===== config.mk =====
export PLATFORM = sky130hd
export DESIGN_NAME = seg7_scan_ctrl
export DESIGN_NICKNAME = d
export VERILOG_FILES = /design/src/rtl/seg7_scan_ctrl.sv
export SDC_FILE = /design/constraint.sdc
export NUM_CORES = 1
export LEC_CHECK = 0
export ABC_AREA = 1
export CAP_MARGIN = 20
export CORE_ASPECT_RATIO = 1.2
export CORE_UTILIZATION = 57
export CTS_BUF_LIST = sky130_fd_sc_hd__clkbuf_4
export CTS_CLUSTER_DIAMETER = 80
export DETAILED_ROUTE_END_ITERATION = 7
export PLACE_DENSITY = 0.87
export SLEW_MARGIN = 30
export SYNTH_ARGS = -nofsm -noshare
export SYNTH_HDL_FRONTEND = slang
export SYNTH_SLANG_ARGS = --single-unit

===== constraint.sdc =====
create_clock -name clk -period 2.3 [get_ports clk]
set_input_delay 0.575 -clock clk [delete_from_list [all_inputs] [get_ports clk]]
set_output_delay 0.575 -clock clk [all_outputs]
set_load 0.1 [all_outputs]

===== src/rtl/seg7_scan_ctrl.sv =====
// Multiplexed 7-segment scan controller: double-buffered BCD word, one shared
// decoder input, one-hot digit enables, blank gap per slot, leading-zero blanking.

// Per-digit zero-chain stage: "this digit and every digit above it are zero".
module seg7_lz_lane (
  input  logic [3:0] digit,
  input  logic       zero_above,
  output logic       zero_here
);
  assign zero_here = zero_above & (digit == 4'h0);
endmodule

module seg7_scan_ctrl #(
  parameter int NUM_DIGITS   = 4,
  parameter int PRESCALE     = 1000,
  parameter int BLANK_CYCLES = 16
) (
  input  logic                    clk,
  input  logic                    rst_n,
  input  logic                    enable,
  input  logic                    lz_suppress,
  input  logic                    load_valid,
  output logic                    load_ready,
  input  logic [4*NUM_DIGITS-1:0] load_data,
  output logic [3:0]              bcd_out,
  output logic [NUM_DIGITS-1:0]   digit_en,
  output logic                    frame_done
);

  localparam int CW = (PRESCALE > 1) ? $clog2(PRESCALE) : 1;
  localparam int IW = (NUM_DIGITS > 1) ? $clog2(NUM_DIGITS) : 1;
  localparam logic [CW-1:0] CNT_LAST   = CW'(PRESCALE - 1);
  localparam logic [CW-1:0] BLANK_LAST = CW'(BLANK_CYCLES - 1);
  localparam logic [IW-1:0] IDX_LAST   = IW'(NUM_DIGITS - 1);

  typedef enum logic [1:0] {S_IDLE, S_BLANK, S_SHOW} state_t;

  state_t                       state_q, state_d;
  logic [CW-1:0]                cnt_q, cnt_d;
  logic [IW-1:0]                idx_q, idx_d;
  logic                         frame_end;
  logic                         pending_q;
  logic [NUM_DIGITS-1:0][3:0]   shadow_q, active_q;
  logic [NUM_DIGITS-1:0]        en_d;
  logic [3:0]                   bcd_d;

  // zero_chain[g] = active digits g..top are all zero; digit 0 never blanks
  logic [NUM_DIGITS:1]          zero_chain;
  logic [NUM_DIGITS-1:0]        lz_blank;

  assign zero_chain[NUM_DIGITS] = 1'b1;
  assign lz_blank[0]            = 1'b0;

  generate
    for (genvar g = 1; g < NUM_DIGITS; g++) begin : g_lane
      seg7_lz_lane u_lane (
        .digit      (active_q[g]),
        .zero_above (zero_chain[g+1]),
        .zero_here  (zero_chain[g])
      );
      assign lz_blank[g] = lz_suppress & zero_chain[g];
    end
  endgenerate

  assign load_ready = ~pending_q;

  // Slot timing: counter runs 0..PRESCALE-1 across BLANK then SHOW of one digit.
  always_comb begin
    state_d   = state_q;
    cnt_d     = cnt_q;
    idx_d     = idx_q;
    frame_end = 1'b0;
    unique case (state_q)
      S_IDLE: begin
        if (enable) begin
          state_d = S_BLANK;
          cnt_d   = '0;
          idx_d   = '0;
        end
      end
      S_BLANK: begin
        if (!enable) begin
          state_d = S_IDLE;
          cnt_d   = '0;
          idx_d   = '0;
        end else begin
          cnt_d = cnt_q + CW'(1);
          if (cnt_q == BLANK_LAST) state_d = S_SHOW;
        end
      end
      S_SHOW: begin
        if (cnt_q == CNT_LAST && idx_q == IDX_LAST) begin
          // frame boundary wins over a coincident enable drop
          frame_end = 1'b1;
          cnt_d     = '0;
          idx_d     = '0;
          state_d   = enable ? S_BLANK : S_IDLE;
        end else if (!enable) begin
          state_d = S_IDLE;
          cnt_d   = '0;
          idx_d   = '0;
        end else if (cnt_q == CNT_LAST) begin
          cnt_d   = '0;
          idx_d   = idx_q + IW'(1);
          state_d = S_BLANK;
        end else begin
          cnt_d = cnt_q + CW'(1);
        end
      end
      default: begin
        state_d = S_IDLE;
        cnt_d   = '0;
        idx_d   = '0;
      end
    endcase
  end

  // Outputs are registered from the next state; active only changes on entry to
  // BLANK or IDLE, so reading it here never mixes two words inside a SHOW.
  always_comb begin
    en_d  = '0;
    bcd_d = 4'hF;
    if (state_d == S_SHOW) begin
      en_d[idx_d] = 1'b1;
      bcd_d       = lz_blank[idx_d] ? 4'hF : active_q[idx_d];
    end
  end

  always_ff @(posedge clk) begin
    if (!rst_n) begin
      state_q    <= S_IDLE;
      cnt_q      <= '0;
      idx_q      <= '0;
      pending_q  <= 1'b0;
      shadow_q   <= '0;
      active_q   <= '0;
      digit_en   <= '0;
      bcd_out    <= 4'hF;
      frame_done <= 1'b0;
    end else begin
      state_q    <= state_d;
      cnt_q      <= cnt_d;
      idx_q      <= idx_d;
      digit_en   <= en_d;
      bcd_out    <= bcd_d;
      frame_done <= frame_end;
      // copy and load are exclusive: a load needs pending=0, a copy needs pending=1
      if (pending_q && (state_q == S_IDLE || frame_end)) begin
        active_q  <= shadow_q;
        pending_q <= 1'b0;
      end else if (load_valid && !pending_q) begin
        shadow_q  <= load_data;
        pending_q <= 1'b1;
      end
    end
  end

endmodule

==> metrics.md <==
| Metric | Value |
|---|---|
| Post-cts resize count | `0` |
| Reg2reg setup slack | `approximately 0.2 ns` |
| Yosys top cell by area | `dfxtp_1` |
| Largest family of logic cells by synthesized area | `simple AND/OR/NAND/NOR gates` |
| RSZ-0062 raised after global routing | `false` |
| Via density | `5.14` |
| WL/cell | `11.5 µm` |
| Max Cap Viol | `0` |
| Status | `finished, final reports clean` |
| Clk buf depth | `2` |
| Layout area overhead | `16.8%` |
| Vias in the first global route | `about 2100` |
| Post-synthesis simple-gate area fraction | `between 30% and 40%` |
| Startpoint class of the critical path | `flip-flop` |
| Slew Viols, Final | `0` |
| Initial antenna violation count | `0` |
| Clk slew on worst S/H paths | `~0.15 ns` |
| Seq/Total Area, Yosys | `a little over two fifths` |
| Crit-path max FO | `4` |
| Vias post-DR | `around 2300` |
| CTS tree | `built` |
| Final Total Pwr | `1.84 mW` |
| Hold crit path type | `reg2reg` |
| Count leader, synth | `nor2_1` |
| Worst slew pin tran | `0.438 ns` |
| Die Y-Extent | `approximately 76 µm` |
| FILL cells | `approximately 380` |
| Top cells by area, synth | `dfxtp_1 43%, nor2_1 13%, nand2_1 7.3%` |
| YS warnings | `0` |
| CTS Buf Count | `5` |
| Leakage power | `~1.3 nW` |
| CTS Hold Bufs | `0` |
| Reg-to-Reg End | `bcd_out[3]$_SDFF_PP1_` |
| Die area | `0.00481 mm²` |
| First-pass GRT wire length | `~8500 µm` |
| Synth cell types | `32` |
| Post-Synthesis Cell Area | `0.00258 mm²` |
| Final Hold Fails | `0` |
| IO buf count | `30` |
| Finished Layout Cells | `between 400 and 500` |
| Post-Synth Adder-Cell Area | `around 2.9%` |
| Maximum vdd ir drop | `0.444 mV` |
| CP Capture Type | `flip-flop` |
| Main synth FF type | `dfxtp_1` |
| Total grt overflow | `0` |
| Placed Cells | `433` |
| WL final | `between 5000 and 6000 µm` |
| Starting DRT DRC Count | `104` |
| Max transition margin | `a little over two thirds` |
| Post-synthesis mux area share | `0%` |
| Reg2Reg Depth | `12` |
| Share of layout cells above drive strength 1 | `between 10 and 15%` |
| Mapped Nets | `between 300 and 400` |
| # nets final | `411` |
| ANT cells | `0` |
| CORE AREA | `between 0.004 and 0.005 mm²` |
| XOR/XNOR Fraction of Synth Area | `1.02%` |
| Row count | `26` |
| Min Tclk post-route | `roughly 2.1 ns` |
| Detail Placement HPWL | `approximately 3900 µm` |
| Setup Fix Bufs, Post-CTS | `0` |
| Setup Total Neg Slack | `0 ns` |
| Clock Latency Late Sink | `0.37 ns` |
| Hold Crit Depth | `2` |
| Fmax | `roughly 480 MHz` |
| Placer congestion estimate | `0.911` |
| Die Wd | `about 63 µm` |
| Most instantiated cells after synthesis | `91 x nor2_1, 56 x dfxtp_1, 50 x nand2_1` |
| Post-synth EDFFs | `0` |
| Min-Delay Endpoint | `shadow_q[5]$_SDFFE_PN0P_` |
| DRC | `0` |
| Largest net degree at the start of global routing | `21` |
| Post-route setup slack | `just over 0.2 ns` |
| 1st-pass router iterations | `4` |
| Crit path kind | `reg2reg` |
| Cell count after synthesis | `around 350` |
| Ys async rst share | `0%` |
| Clock sink total | `between 50 and 60` |
| Worst Skew | `0.00685 ns` |
| Required time worst endpoint | `about 2.6 ns` |
| Setup WS pre-CTS | `0.0697 ns` |
| Area share of the largest cell type after synthesis | `43.4%` |
| Routed Antenna Nets | `0` |
| Initial Util | `between 60% and 70%` |
| Clk root buf | `clkbuf_4` |
| CP arrival | `around 2.4 ns` |
| Compound-Gate Fraction of Synth Area | `9.30%` |
| #FFs+latches synth | `56` |
| Final period utilization | `91.1%` |
| GRT Util Overall | `22.7%` |
| Syn_area_per_cell | `7.36 µm²` |
| Hold_sp | `shadow_q[5]$_SDFFE_PN0P_` |
| I/O pin count | `31` |
| RR Startpoint | `cnt_q[0]$_SDFFE_PN0P_` |
| H-tree Lvls | `2` |
| Cell Pwr Density | `just over 600 mW/mm²` |
| Final setup vio count | `0` |
layer usage:
layer | GRT usage (%) | routed length [µm] | vias up
met5 | 0 | 0 | -
met2 | 43.3 | 2620 | 48
met1 | 23.6 | 2100 | 995
met4 | 14.4 | 169 | 0
li1 | - | - | 1210
met3 | 3.44 | 165 | 15
flip-flops by register name (all words and copies together), names as in the netlist:
register,cells
frame_done,1
pending_q,1
shadow_q,16
digit_en,4
state_q,2
active_q,16
bcd_out,4
idx_q,2
cnt_q,10
cells by family after synthesis:
group	count (synthesis)
XOR/XNOR	3
AND/OR/NAND/NOR	203
adder cells (fa/ha/maj)	6
flip-flops	56
AO/OA/AOI/OAI	46
buffers and inverters	37
through the flow:
stage	cell area, µm²	util, %	hold WS, ns
after floorplan	2580	-	0.447
after global placement	2940	68.4	0.457
after detailed placement	2940	68.4	0.464
after CTS	3020	70.3	0.495
after global routing	3020	70.3	0.516
final	3020	70.3	0.491
layout by cell type, fill, tap and decap left out, types with 2 or more instances in the layout:
cell type,netlist,layout
nand3_1,10,10
nand2_8,2,2
dfxtp_1,56,56
a21oi_1,7,7
ha_1,6,6
nor2_4,5,5
clkinv_1,2,2
clkbuf_4,0,6
buf_4,0,17
nor2_1,91,91
and3_1,2,2
o21ai_0,35,35
nand2_1,50,50
inv_1,19,19
xnor2_1,2,2
inv_2,4,4
nor3_1,7,7
nand2_4,4,4
nand4_1,17,17
clkdlybuf4s50_1,0,20
nand2_2,9,9
critical path: stages, from the launching register on:
cell and delay [ns]:
dfxtp_1 0.39, ha_1 0.18, nand2_1 0.14, nor2_1 0.23, nand4_1 0.12, nor3_1 0.23, nand2_1 0.08, nand2_1 0.06
nand4_1 0.15, nor2_4 0.16, nand2_2 0.08, nor2_4 0.12, nand2_1 0.06
final cells by class:
| type | instances | area, µm² | area share [%] |
|---|---|---|---|
| multi-input combinational | 258 | 1320 | 43.7 |
| sequential | 56 | 1120 | 37.2 |
| timing repair buffer | 37 | 328 | 10.9 |
| inverter | 26 | 100 | 3.32 |
| tap | 56 | 70.1 | 2.32 |
| clock buffer | 6 | 45.0 | 1.49 |
| clock inverter | 2 | 35.0 | 1.16 |
worst max-delay path by stage:
| stage | startpoint | end | slack, ns | cells after the start |
|---|---|---|---|---|
| after CTS | cnt_q[0]$_SDFFE_PN0P_ | bcd_out[2]$_SDFF_PP1_ | 0.20 | 12 |
| after global placement | enable | bcd_out[1]$_SDFF_PP1_ | 0.14 | 12 |
| after global routing | cnt_q[0]$_SDFFE_PN0P_ | bcd_out[1]$_SDFF_PP1_ | 0.02 | 12 |
| after detailed placement | enable | bcd_out[2]$_SDFF_PP1_ | 0.07 | 12 |
| final | cnt_q[0]$_SDFFE_PN0P_ | bcd_out[3]$_SDFF_PP1_ | 0.21 | 12 |
| after floorplan | pending_q$_SDFFE_PP0P_ | shadow_q[0]$_SDFFE_PN0P_ | 0.40 | 6 |
where the power goes:
part	internal, mW	switching [mW]
sequential	1.03	0.0360
combinational	0.106	0.143
clock	0.240	0.290
total	1.37	0.469
Note: power is estimated with default switching activity, not from simulation.
